`config.mk`:
```
export PLATFORM = sky130hd
export DESIGN_NAME = mul_ucode_seq
export DESIGN_NICKNAME = d
export VERILOG_FILES = /design/src/rtl/mul_ucode_seq.sv
export SDC_FILE = /design/constraint.sdc
export NUM_CORES = 1
export LEC_CHECK = 0
export CORE_MARGIN = 2
export CORE_UTILIZATION = 34
export CTS_CLUSTER_SIZE = 14
export DETAILED_ROUTE_END_ITERATION = 6
export PLACE_DENSITY_LB_ADDON = 0.3
export SYNTH_ARGS = -nofsm -noshare
export SYNTH_HDL_FRONTEND = slang
export SYNTH_SLANG_ARGS = --single-unit
export TNS_END_PERCENT = 50
```
`constraint.sdc`:
```
create_clock -name clk -period 1.65 [get_ports clk]
set_input_delay 0.4125 -clock clk [delete_from_list [all_inputs] [get_ports clk]]
set_output_delay 0.4125 -clock clk [all_outputs]
set_load 0.01 [all_outputs]
```
`src/rtl/mul_ucode_seq.sv`:
```
// mul_ucode_seq: microcode sequencer for the MUL instruction.
// Watches the fetched instruction stream next to iFetch. On MUL it pulses
// mul_trigger, which freezes the PC. It then issues CLR, STEPS x STEP and WB
// shift-add micro-ops under a valid/ready handshake. Finally it pulses
// mul_release so that iFetch resumes filtering.
// Optional feature macro: MUL_EARLY_EXIT_EN. When it is defined, a STEP
// handshake with mplier_zero=1 jumps straight to WB.
module mul_ucode_seq #(
  parameter int         STEPS      = 16,
  parameter logic [6:0] MUL_OPCODE = 7'b0010010,
  parameter logic [6:0] UOP_OPCODE = 7'b1110000
) (
  input  logic        clk,
  input  logic        rst_n,
  input  logic [31:0] instr,
  input  logic        instr_valid,
  input  logic        flush,
  input  logic        uop_ready,
  input  logic        mplier_zero,
  output logic        mul_trigger,
  output logic        mul_release,
  output logic        uop_valid,
  output logic [31:0] uop_instr,
  output logic        busy
);

  localparam int CW = $clog2(STEPS);

  typedef enum logic [2:0] {
    S_IDLE, S_TRIG, S_CLR, S_STEP, S_WB, S_REL
  } state_t;

  typedef enum logic [1:0] {
    SUB_CLR  = 2'b00,
    SUB_STEP = 2'b01,
    SUB_WB   = 2'b10
  } sub_t;

  state_t        state;
  logic [CW-1:0] cnt;
  logic [3:0]    rd_q, rs1_q, rs2_q;

  logic last_step;
  logic exit_now;
  logic is_mul;

  assign is_mul    = instr_valid && (instr[31:25] == MUL_OPCODE);
  assign last_step = (cnt == CW'(STEPS - 1));

`ifdef MUL_EARLY_EXIT_EN
  assign exit_now = last_step || mplier_zero;
`else
  logic unused_mplier_zero;
  assign unused_mplier_zero = mplier_zero;
  assign exit_now           = last_step;
`endif

  logic unused_instr_low;
  assign unused_instr_low = ^instr[12:0];

  // Sequencer state, step counter and latched register specifiers.
  // NOTE: sequential state uses non-blocking assignments only, so every
  // register samples the pre-edge values and the simulation order of the
  // blocks cannot change the result.
  always_ff @(posedge clk or negedge rst_n) begin
    if (!rst_n) begin
      state <= S_IDLE;
      cnt   <= '0;
      rd_q  <= '0;
      rs1_q <= '0;
      rs2_q <= '0;
    end else begin
      case (state)
        S_IDLE: begin
          if (is_mul) begin
            rd_q  <= instr[24:21];
            rs1_q <= instr[20:17];
            rs2_q <= instr[16:13];
            state <= S_TRIG;
          end
        end
        S_TRIG: state <= flush ? S_REL : S_CLR;
        S_CLR: begin
          if (flush) begin
            state <= S_REL;
          end else if (uop_ready) begin
            cnt   <= '0;
            state <= S_STEP;
          end
        end
        S_STEP: begin
          if (flush) begin
            state <= S_REL;
          end else if (uop_ready) begin
            if (exit_now) state <= S_WB;
            else          cnt   <= cnt + 1'b1;
          end
        end
        S_WB: begin
          if (flush || uop_ready) state <= S_REL;
        end
        S_REL: begin
          cnt   <= '0;
          state <= S_IDLE;
        end
        default: state <= S_IDLE;
      endcase
    end
  end

  logic uop_active;
  sub_t sub;
  logic [4:0] step_field;

  // Output decode from registered state. Only flush reaches an output
  // combinationally, which lets a flush cancel the uop in its own cycle.
  // NOTE: every signal here gets a value on every path, so no latch is inferred.
  always_comb begin
    uop_active = 1'b0;
    sub        = SUB_CLR;
    step_field = '0;
    case (state)
      S_CLR:  begin uop_active = 1'b1; sub = SUB_CLR; end
      S_STEP: begin uop_active = 1'b1; sub = SUB_STEP; step_field = 5'(cnt); end
      S_WB:   begin uop_active = 1'b1; sub = SUB_WB; end
      default: ;
    endcase
  end

  assign mul_trigger = (state == S_TRIG);
  assign mul_release = (state == S_REL);
  assign busy        = (state != S_IDLE);
  assign uop_valid   = uop_active && !flush;
  assign uop_instr   = uop_active
                     ? {UOP_OPCODE, rd_q, rs1_q, rs2_q, sub, step_field, 6'b0}
                     : 32'b0;

endmodule

```
==> impl_metrics.yaml <==
floorplanning:
  die_y_microns: 64.3
  die_area_sq_um: 4130
  die_w_microns: 64.3
  core-area_sq_um: 3420
  start_util_pct: 36.2
  num_rows: 21
  io_pins: 74
drt:
  num_vias: 1019
  drt_iter0_markers: 30
  wl_per_cell_microns: 13.0
  routed_wl_mm: 2.88
  avgViaCountPerCell: 4.61
  drc_errors: 0
  first_pass_iters: 4
  ant_nets: 0
synth:
  synth_top_cell_area_share_pct: 38.5
  synth_fa_ha_area_share_pct: 1.01
  synth_top_cell_by_area: "dfrtp_1"
  synth.avg_cell_area_sq_um: 10.5
  synth_simple_gate_area_share_pct: 24.4
  synth_warnings: 0
  ys_types: 38
  ys_ff_latch: 19
  async_flop_share_pct: 100
  synthXorXnorAreaFrac_pct: 0
  synth.area.mux_share_pct: 14.0
  synth_edf_count: 0
  netlist_instances: 118
  yosys-top-cells-area: "dfrtp_1 38%, mux2_4 12%, buf_4 8.5%"
  ys_seq_area_share_pct: 38.5
  synth_ff_type: "dfrtp_1"
  synth_compound_area_share_pct: 9.21
  synthesis.area_sq_um: 1240
  synth_top_family_by_area: "simple AND/OR/NAND/NOR gates"
outcome:
  failed_checks: "setup timing"
  status: "finished with violations"
worst_hold_path:
  hp-class: "in -> async"
global_routing:
  grt_pass1_wl_mm: 4.90
  grt_max_degree: 20
  grt_pass1_vias: 1078
  grt_util_all_layers_pct: 15.0
  antenna_found_initial: 0
  gr-total-overflow: 0
placed_design:
  dp_cells: 214
  io_buffers: 48
  dp_hpwl_mm: 2.17
  place_congestion: 0.838
cells_and_area:
  instances_no_fill: 221
  area_growth_pct: 51.9
  multi_input_area_sq_um: 722
  drive_gt1_share_pct: 44.6
  fill_cells: 295
  regArea_sq_um: 475
  antenna_cells: 0
  fin_nets: 215
clocking:
  cts_hold_buf: 0
  clock_sinks: 19
  cts-root-buf: "clkbuf_4"
  insertion_delay_ns: 0.29
  cts_buffers: 3
  cts.path.max_buffers: 2
  tritoncts: "built"
  clkTransAtPathRegs_ns: 0.10
  h-tree-depth: 1
pwr:
  powerDensity_nw_per_um2: 1080
  p_leak_nw: 0.945
  ir_worst_vdd_uv: 539
setup_path:
  criticalPathCategory: "reg -> out"
  start_kind: "flop"
  arrival_ns: 1.61
  crit_fanout: 7
  end_kind: "output pin"
  cp_data_required_time_ns: 1.24
timing:
  setup_viol: 37
  hold_viol: 0
  worst_slack_ns: -0.376
  fmax_ghz: 0.494
  period_share_pct: 123
  rsz0062_at_grt: "yes"
  setup_tns_ns: -8.10
  fin_skew_ns: 0.000928
  drv_slew: 0
  fin_crit_ns: 2.03
flow_run:
  maxCapViolCount: 0
==> cell families after synthesis <==
kind of cell    Yosys count
mux                      12
fa+ha+maj                 1
buf+inv                  23
compound gates           17
flops                    19
simple gates             45
other cells               1
==> flip-flops by register name, indices dropped and copies added, names as in the netlist <==
name,flops
cnt,4
rs2_q,4
rs1_q,4
state,3
rd_q,4
==> synthesized netlist by cell type (2+ instances only) <==
cell type,number
buf_6,2
and3_1,4
inv_1,3
nand2b_1,3
mux2_4,10
a21oi_1,3
o21ai_0,7
nor2b_1,13
buf_4,14
dfrtp_1,19
buf_2,2
nand2_1,5
nor2_1,7
mux2_2,2
==> worst max-delay path, cell delays in order (launching register included) <==
cell     delay (ns)
dfrtp_1        0.42
or3b_4         0.40
inv_4          0.07
nor2_4         0.05
buf_12         0.13
nor2b_1        0.10
buf_2          0.14
==> layer usage <==
layer | up-vias | global-route usage, % | routed length [microns]
met5 | - | 0 | 0
met4 | 0 | 1.60 | 0
met3 | 0 | 5.11 | 234
met2 | 43 | 27.1 | 1430
met1 | 481 | 17.6 | 1210
li1 | 495 | - | -
==> worst paths after layout <==
kind                                 end  slack [ns]  cells after the start  startpoint
setup / recovery           uop_instr[22]       -0.38                      6    state[1]
hold / removal                  rs1_q[1]        0.45                      2       rst_n
setup reg to reg                 rd_q[2]       -0.12                      4    state[0]
hold reg to reg                 rs2_q[0]        0.51                      1    rs2_q[0]
max in group asynchronous       rs1_q[3]        1.01                      2       rst_n
min in group clk                rs2_q[0]        0.51                      1    rs2_q[0]
==> cell type report <==
class	instances	share of cell area, %
multi-input cells	86	38.4
repair buffers	62	30.6
flip-flops and latches	19	25.3
well taps	46	3.06
clock buffers	3	1.20
inverters	4	1.07
clock inverters	1	0.266
==> power by group <==
part	internal, mW	total, mW	leakage, nW	switching, mW
Sequential	0.534	0.584	0.259	0.0499
Clock	0.0902	0.230	0.0177	0.140
Combinational	0.658	1.22	0.668	0.563
==> placed cells by master, fill, tap and decap left out, types with 7 or more instances in the layout <==
cell and instances:
o21ai_0 7, buf_2 12, mux2_4 10, conb_1 11
clkdlybuf4s50_1 23, buf_6 12, buf_4 11, dfrtp_1 19
==> stage by stage <==
step	total power [mW]	hold slack, ns	util [%]	setup WS, ns	cell area (sq um)
6_report	2.04	0.446	55.0	-0.376	1880
3_5_place_dp	1.60	0.488	52.3	-0.422	1790
5_1_grt	2.19	0.447	55.0	-0.448	1880
2_1_floorplan	1.25	0.117	-	-0.00647	1320
3_3_place_gp	1.58	0.482	52.3	-0.389	1790
4_1_cts	2.06	0.443	54.6	-0.403	1860
==> repair_timing <==
item                       CTS  global route
buffers inserted             3             0
gates resized for setup    120             4
pin swaps                    3             1
cloned                       1             0
setup endpoints to repair   38            41
(Power assumes the default switching activity.)
==> patch 1, RTL diff (same settings) <==
`STEPS`: 16 -> 32.
--- a/src/rtl/mul_ucode_seq.sv
+++ b/src/rtl/mul_ucode_seq.sv
@@ -7,5 +7,5 @@
 // handshake with mplier_zero=1 jumps straight to WB.
 module mul_ucode_seq #(
-  parameter int         STEPS      = 16,
+  parameter int         STEPS      = 32,
   parameter logic [6:0] MUL_OPCODE = 7'b0010010,
   parameter logic [6:0] UOP_OPCODE = 7'b1110000
Formal check against the unedited RTL: same outputs for any inputs over 10 cycles, from zero or initial values and one cycle with rst_n low; that may be too few to reach the edited logic, so the function may still have changed.
==> patch 1 against the original RTL <==
- die area grew 4.7%
- sequential share of layout area shrank 2.2 points
- first-iteration DRC count shrank 23%
- count of clock-buffer cells in the layout is the same
- worst setup slack gained 0.038 ns
- sequential power grew 3.6%
- synthesized area grew 5.0%
- sequential cell count grew 1
- routed wire length grew 9.9%
- fmax grew 1.9%
- critical path depth is the same
- power grew 34%
- final area grew 16%
- the flow still finishes with violations (setup timing)
==> patch 1: results (changes against the original RTL) <==
| Metric | Value |
|---|---|
| Status | `finished with violations (unchanged)` |
| Failing checks | `setup timing (unchanged)` |
| Final HPWL DP | `2.310 mm (was 2.172 mm)` |
| Wire per inst | `13.27 µm (was 13.01 µm)` |
| Worst-Skew Late Latency | `0.26 ns (was 0.29 ns)` |
| CP max-delay cell | `or3b_4 (was dfrtp_1)` |
| Worst setup margin | `-0.3372 ns (was -0.3756 ns)` |
| M1 GR Usage | `19.55% (was 17.60%)` |
| Critical path origin | `state[0]$_DFFE_PN0P_ (was state[1]$_DFFE_PN0P_)` |
| Total Routing Usage GR | `16.10% (was 14.96%)` |
| # fillers | `320 (was 295)` |
| Synthesized area per cell | `10.81 µm² (was 10.48 µm²)` |
| GP Congestion | `0.8340 (was 0.8379)` |
| Sequential share of power | `22.2% (was 28.7%)` |
| Routing usage on met3 | `3.918% (was 5.106%)` |
| Crit path DAT | `1.57 ns (was 1.61 ns)` |
| Sw frac | `34.94% (was 36.99%)` |
| Worst reg2reg path depth | `7 (was 4)` |
| Cell Int Power | `1.776 mW (was 1.282 mW)` |
| FF-to-FF setup slack | `-0.18 ns (was -0.12 ns)` |
| Finish-stage setup viols | `43 (was 37)` |
| Vias in the first global route | `1200 (was 1078)` |
| Power in the clock group | `0.487 mW (was 0.230 mW)` |
| Fin nets | `231 (was 215)` |
| Worst R2R End | `state[0]$_DFFE_PN0P_ (was rd_q[2]$_DFFE_PN0P_)` |
| Area grow syn2layout | `67.60% (was 51.92%)` |
| DRT iter0 DRCs | `23 (was 30)` |
| Sequential cell area | `501.7 µm² (was 475.5 µm²)` |
| Final Hold Slack | `0.4903 ns (was 0.4462 ns)` |
| Signal buffers share of area | `32.85% (was 30.65%)` |
| Post_cts resized | `125 (was 120)` |
| Clock skew | `0.003890 ns (was 0.0009281 ns)` |
| DR vias/cell | `4.626 (was 4.611)` |
| DP Worst Slack | `-0.5610 ns (was -0.4224 ns)` |
| VDD IR max | `616.3 µV (was 538.5 µV)` |
| PortBufs | `49 (was 48)` |
| Clock root buffer master | `clkbuf_8 (was clkbuf_4)` |
| Number of sequential cells | `20 (was 19)` |
| Met2 GRT Util | `29.55% (was 27.08%)` |
| Multi-input combinational area share | `36.94% (was 38.44%)` |
| Number of distinct library cells after synthesis | `35 (was 38)` |
| Signal buffers | `75 (was 62)` |
| Total negative setup slack | `-8.640 ns (was -8.104 ns)` |
| Static leakage | `1.063 nW (was 0.9449 nW)` |
| Crit path max fanout | `5 (was 7)` |
| Synth top area cells | `dfrtp_1 39%, mux2_4 12%, buf_4 7.5% (was dfrtp_1 38%, mux2_4 12%, buf_4 8.5%)` |
[patch 1: layer usage]
| layer | part of all wire [%] | vias up |
|---|---|---|
| met3 | 6.0 | 0 |
| met1 | 40 | 537 |
| met2 | 54 | 32 |
| met5 | 0 | - |
| li1 | - | 532 |
| met4 | 0 | 0 |
[patch 1: how the worst max path moves through the flow]
stage,end,slack [ns],cells past startpoint
global route,uop_instr[13],-0.41,6
floorplan,state[0]$_DFFE_PN0P_,-0.12,7
detailed placement,uop_instr[16],-0.56,5
finish,uop_instr[18],-0.34,6
global placement,uop_instr[16],-0.51,5
CTS,uop_instr[15],-0.33,6
[patch 1: logic make-up after synthesis]
family / count (synthesis) / share of synthesized area [%]
compound gates: 15 / 9.259
fa+ha+maj: 2 / 1.928
simple gates: 46 / 24.01
mux: 13 / 14.18
other cells: 1 / 0.2890
flops: 20 / 38.57
buf+inv: 23 / 11.76
==> patch 2, RTL diff (same flow settings) <==
Without the edit above. The 6 states of `state_t` get a one-hot encoding in 6 bits.
--- a/src/rtl/mul_ucode_seq.sv
+++ b/src/rtl/mul_ucode_seq.sv
@@ -27,6 +27,6 @@
   localparam int CW = $clog2(STEPS);
 
-  typedef enum logic [2:0] {
-    S_IDLE, S_TRIG, S_CLR, S_STEP, S_WB, S_REL
+  typedef enum logic [5:0] {
+    S_IDLE = 6'b000001, S_TRIG = 6'b000010, S_CLR = 6'b000100, S_STEP = 6'b001000, S_WB = 6'b010000, S_REL = 6'b100000
   } state_t;
 
Formal check against the unedited RTL: same outputs for any inputs over 10 cycles, from zero or initial values and one cycle with rst_n low; not proved beyond that.
==> patch 2 against the original RTL <==
- the flow still finishes with violations (setup timing)
- worst setup slack lost 0.055 ns
- fmax shrank 2.6%
- core utilization grew 3.1 points
- global-route usage grew 2.3 points
- final area grew 22%
- sequential cell count grew 3
- die area grew 9.8%
- synthesized area grew 10%
- cell count grew 20%
- routed wire length grew 28%
- critical path type unchanged
- highest routed layer is now met4
Power is not compared: it rests on default switching activity, and its combinational part moved more than twofold at a synthesized area within 25%.
==> patch 2: results (changes against the original RTL) <==
| Metric | Value |
|---|---|
| Status | `finished with violations (unchanged)` |
| Failing checks | `setup timing (unchanged)` |
| Class of the worst hold path | `input pin to asynchronous set/reset pin (unchanged)` |
| Max incr delay on CP | `0.54 ns (was 0.42 ns)` |
| Initial antenna violation count | `0 (unchanged)` |
| DRT iter0 DRCs | `20 (was 30)` |
| Total Routing Usage GR | `17.24% (was 14.96%)` |
| Cell family with most CP delay | `simple AND/OR/NAND/NOR gates (unchanged)` |
| Layout cells sized above 1 | `52.31% (was 44.57%)` |
| CTS Buffer Depth | `2 (unchanged)` |
| Clock skew | `0.005531 ns (was 0.0009281 ns)` |
| GP Congestion | `0.8431 (was 0.8379)` |
| Total negative setup slack | `-11.38 ns (was -8.104 ns)` |
| Setup crit end | `uop_instr[7] (was uop_instr[22])` |
| DRT Pass-1 Iters | `4 (unchanged)` |
| FF-to-FF Start | `state[1]$_DFFE_PN0P_ (was state[0]$_DFFE_PN0P_)` |
| Top reg by flops | `state` |
| Clock root buffer master | `clkbuf_8 (was clkbuf_4)` |
| Wire per inst | `13.86 µm (was 13.01 µm)` |
| H-tree levels | `1 (unchanged)` |
| Top_reg_cell synth | `dfrtp_1 (unchanged)` |
| Max FFs per register | `6` |
| Tcrit/Tclk final | `126.1% (was 122.8%)` |
| Crit path DAT | `1.67 ns (was 1.61 ns)` |
| Post-synthesis sequential area ratio | `40.42% (was 38.46%)` |
| Crit path kind | `register to primary output (unchanged)` |
| Yosys warns | `0 (unchanged)` |
| CP max-delay cell | `or4_4 (was dfrtp_1)` |
| Final HPWL DP | `2.669 mm (was 2.172 mm)` |
| Placed inst area | `0.002032 mm² (was 0.001788 mm²)` |
| Fin nets | `256 (was 215)` |
| Vias | `1275 (was 1019)` |
| PortBufs | `48 (unchanged)` |
| Crit path max fanout | `3 (was 7)` |
| VDD IR max | `414.3 µV` |
| Worst reg2reg path depth | `6 (was 4)` |
| First-pass GRT wire length | `5.789 mm (was 4.899 mm)` |
| Synth top area cells | `dfrtp_1 38%, mux2_2 9.9%, buf_4 8.2% (was dfrtp_1 38%, mux2_4 12%, buf_4 8.5%)` |
| Worst-Skew Late Latency | `0.27 ns (was 0.29 ns)` |
| Worst setup margin | `-0.4305 ns (was -0.3756 ns)` |
| # fillers | `345 (was 295)` |
| Largest net degree at the start of global routing | `23 (was 20)` |
| Worst R2R End | `cnt[0]$_DFFE_PN0P_ (was rd_q[2]$_DFFE_PN0P_)` |
| Commonest cells in the netlist | `21 x dfrtp_1, 15 x and2_1, 15 x buf_4 (was 19 x dfrtp_1, 14 x buf_4, 13 x nor2b_1)` |
| Number of distinct library cells after synthesis | `39 (was 38)` |
| Diode count | `0 (unchanged)` |
| Post-synth ARST share | `100.0% (unchanged)` |
| Static leakage | `1.112 nW` |
| Finish-stage setup viols | `41 (was 37)` |
| Clk slew on worst S/H paths | `0.09 ns` |
| CTS Buf Count | `3 (unchanged)` |
| FF-to-FF setup slack | `-0.29 ns (was -0.12 ns)` |
patch 2: changes by cell type in the layout (fill, tap and decap cells not counted), moves of 9 or more:
cell    unedited run  this run
mux2_2             2        12
buf_4             11        27
mux2_4            10         0
and2_4             0        15
buf_2             12         3
buf_6             12        32
patch 2: cell type report:
type	count	area share, %
tap	50	2.731
timing repair buffer	85	35.28
sequential	22	24.19
inverter	7	1.147
clock inverter	1	1.311
clock buffer	3	1.802
multi-input combinational	98	33.53
patch 2: how the worst min path moves through the flow:
stage                    startpoint              endpoint  slack [ns]  depth (start not counted)
6_report                      rst_n  state[1]$_DFFE_PN0P_        0.50                          2
5_1_grt                       rst_n  state[1]$_DFFE_PN0P_        0.53                          2
4_1_cts                       rst_n  state[1]$_DFFE_PN0P_        0.50                          2
3_5_place_dp   rs2_q[1]$_DFFE_PN0P_  rs2_q[1]$_DFFE_PN0P_        0.49                          1
3_3_place_gp   rs2_q[0]$_DFFE_PN0P_  rs2_q[0]$_DFFE_PN0P_        0.48                          1
2_1_floorplan                 rst_n    cnt[0]$_DFFE_PN0P_        0.12                          0
patch 2: routing by layer:
| metal | global-route usage (%) | vias up | share of wire (%) |
|---|---|---|---|
| met5 | 0 | - | 0 |
| met4 | 7.653 | 0 | 1.8 |
| met3 | 1.667 | 4 | 4.2 |
| met2 | 32.18 | 33 | 54 |
| met1 | 19.75 | 630 | 40 |
| li1 | - | 608 | - |
patch 2: cells by family (layout without fill, tap and decap cells):
group	Yosys count	count (layout)	synth area share, %
AO/OA/AOI/OAI	18	18	8.892
flip-flops	22	22	40.42
AND/OR/NAND/NOR	55	55	26.49
XOR/XNOR	1	1	0.6417
multiplexers	12	12	9.899
buffers and inverters	27	96	12.47
other	1	11	0.2747
adder cells (fa/ha/maj)	1	1	0.9164
patch 2: report_power, final:
part	internal (mW)	switching [mW]
clock	0.324	0.185
sequential	0.577	0.0235
combinational	0.199	0.149
total	1.10	0.357
patch 2: timing repair:
item	4_1_cts	5_1_grt
buffers inserted	8	5
endpoints found under the setup margin	42	42
gates resized for setup	138	16
gates cloned	1	0
hold buffers	0	0
pin swaps	13	7
hold endpoints to repair	0	0
patch 2: per-stage QoR:
stage	setup slack (ns)	utilization, %	instances	power, mW
3_3_place_gp	-0.5331	51.54	251	0.9039
5_1_grt	-0.4975	58.11	266	1.530
6_report	-0.4305	58.11	266	1.457
2_1_floorplan	-0.1662	-	147	0.7638
3_5_place_dp	-0.5592	51.54	251	0.9155
4_1_cts	-0.4591	56.05	263	1.451
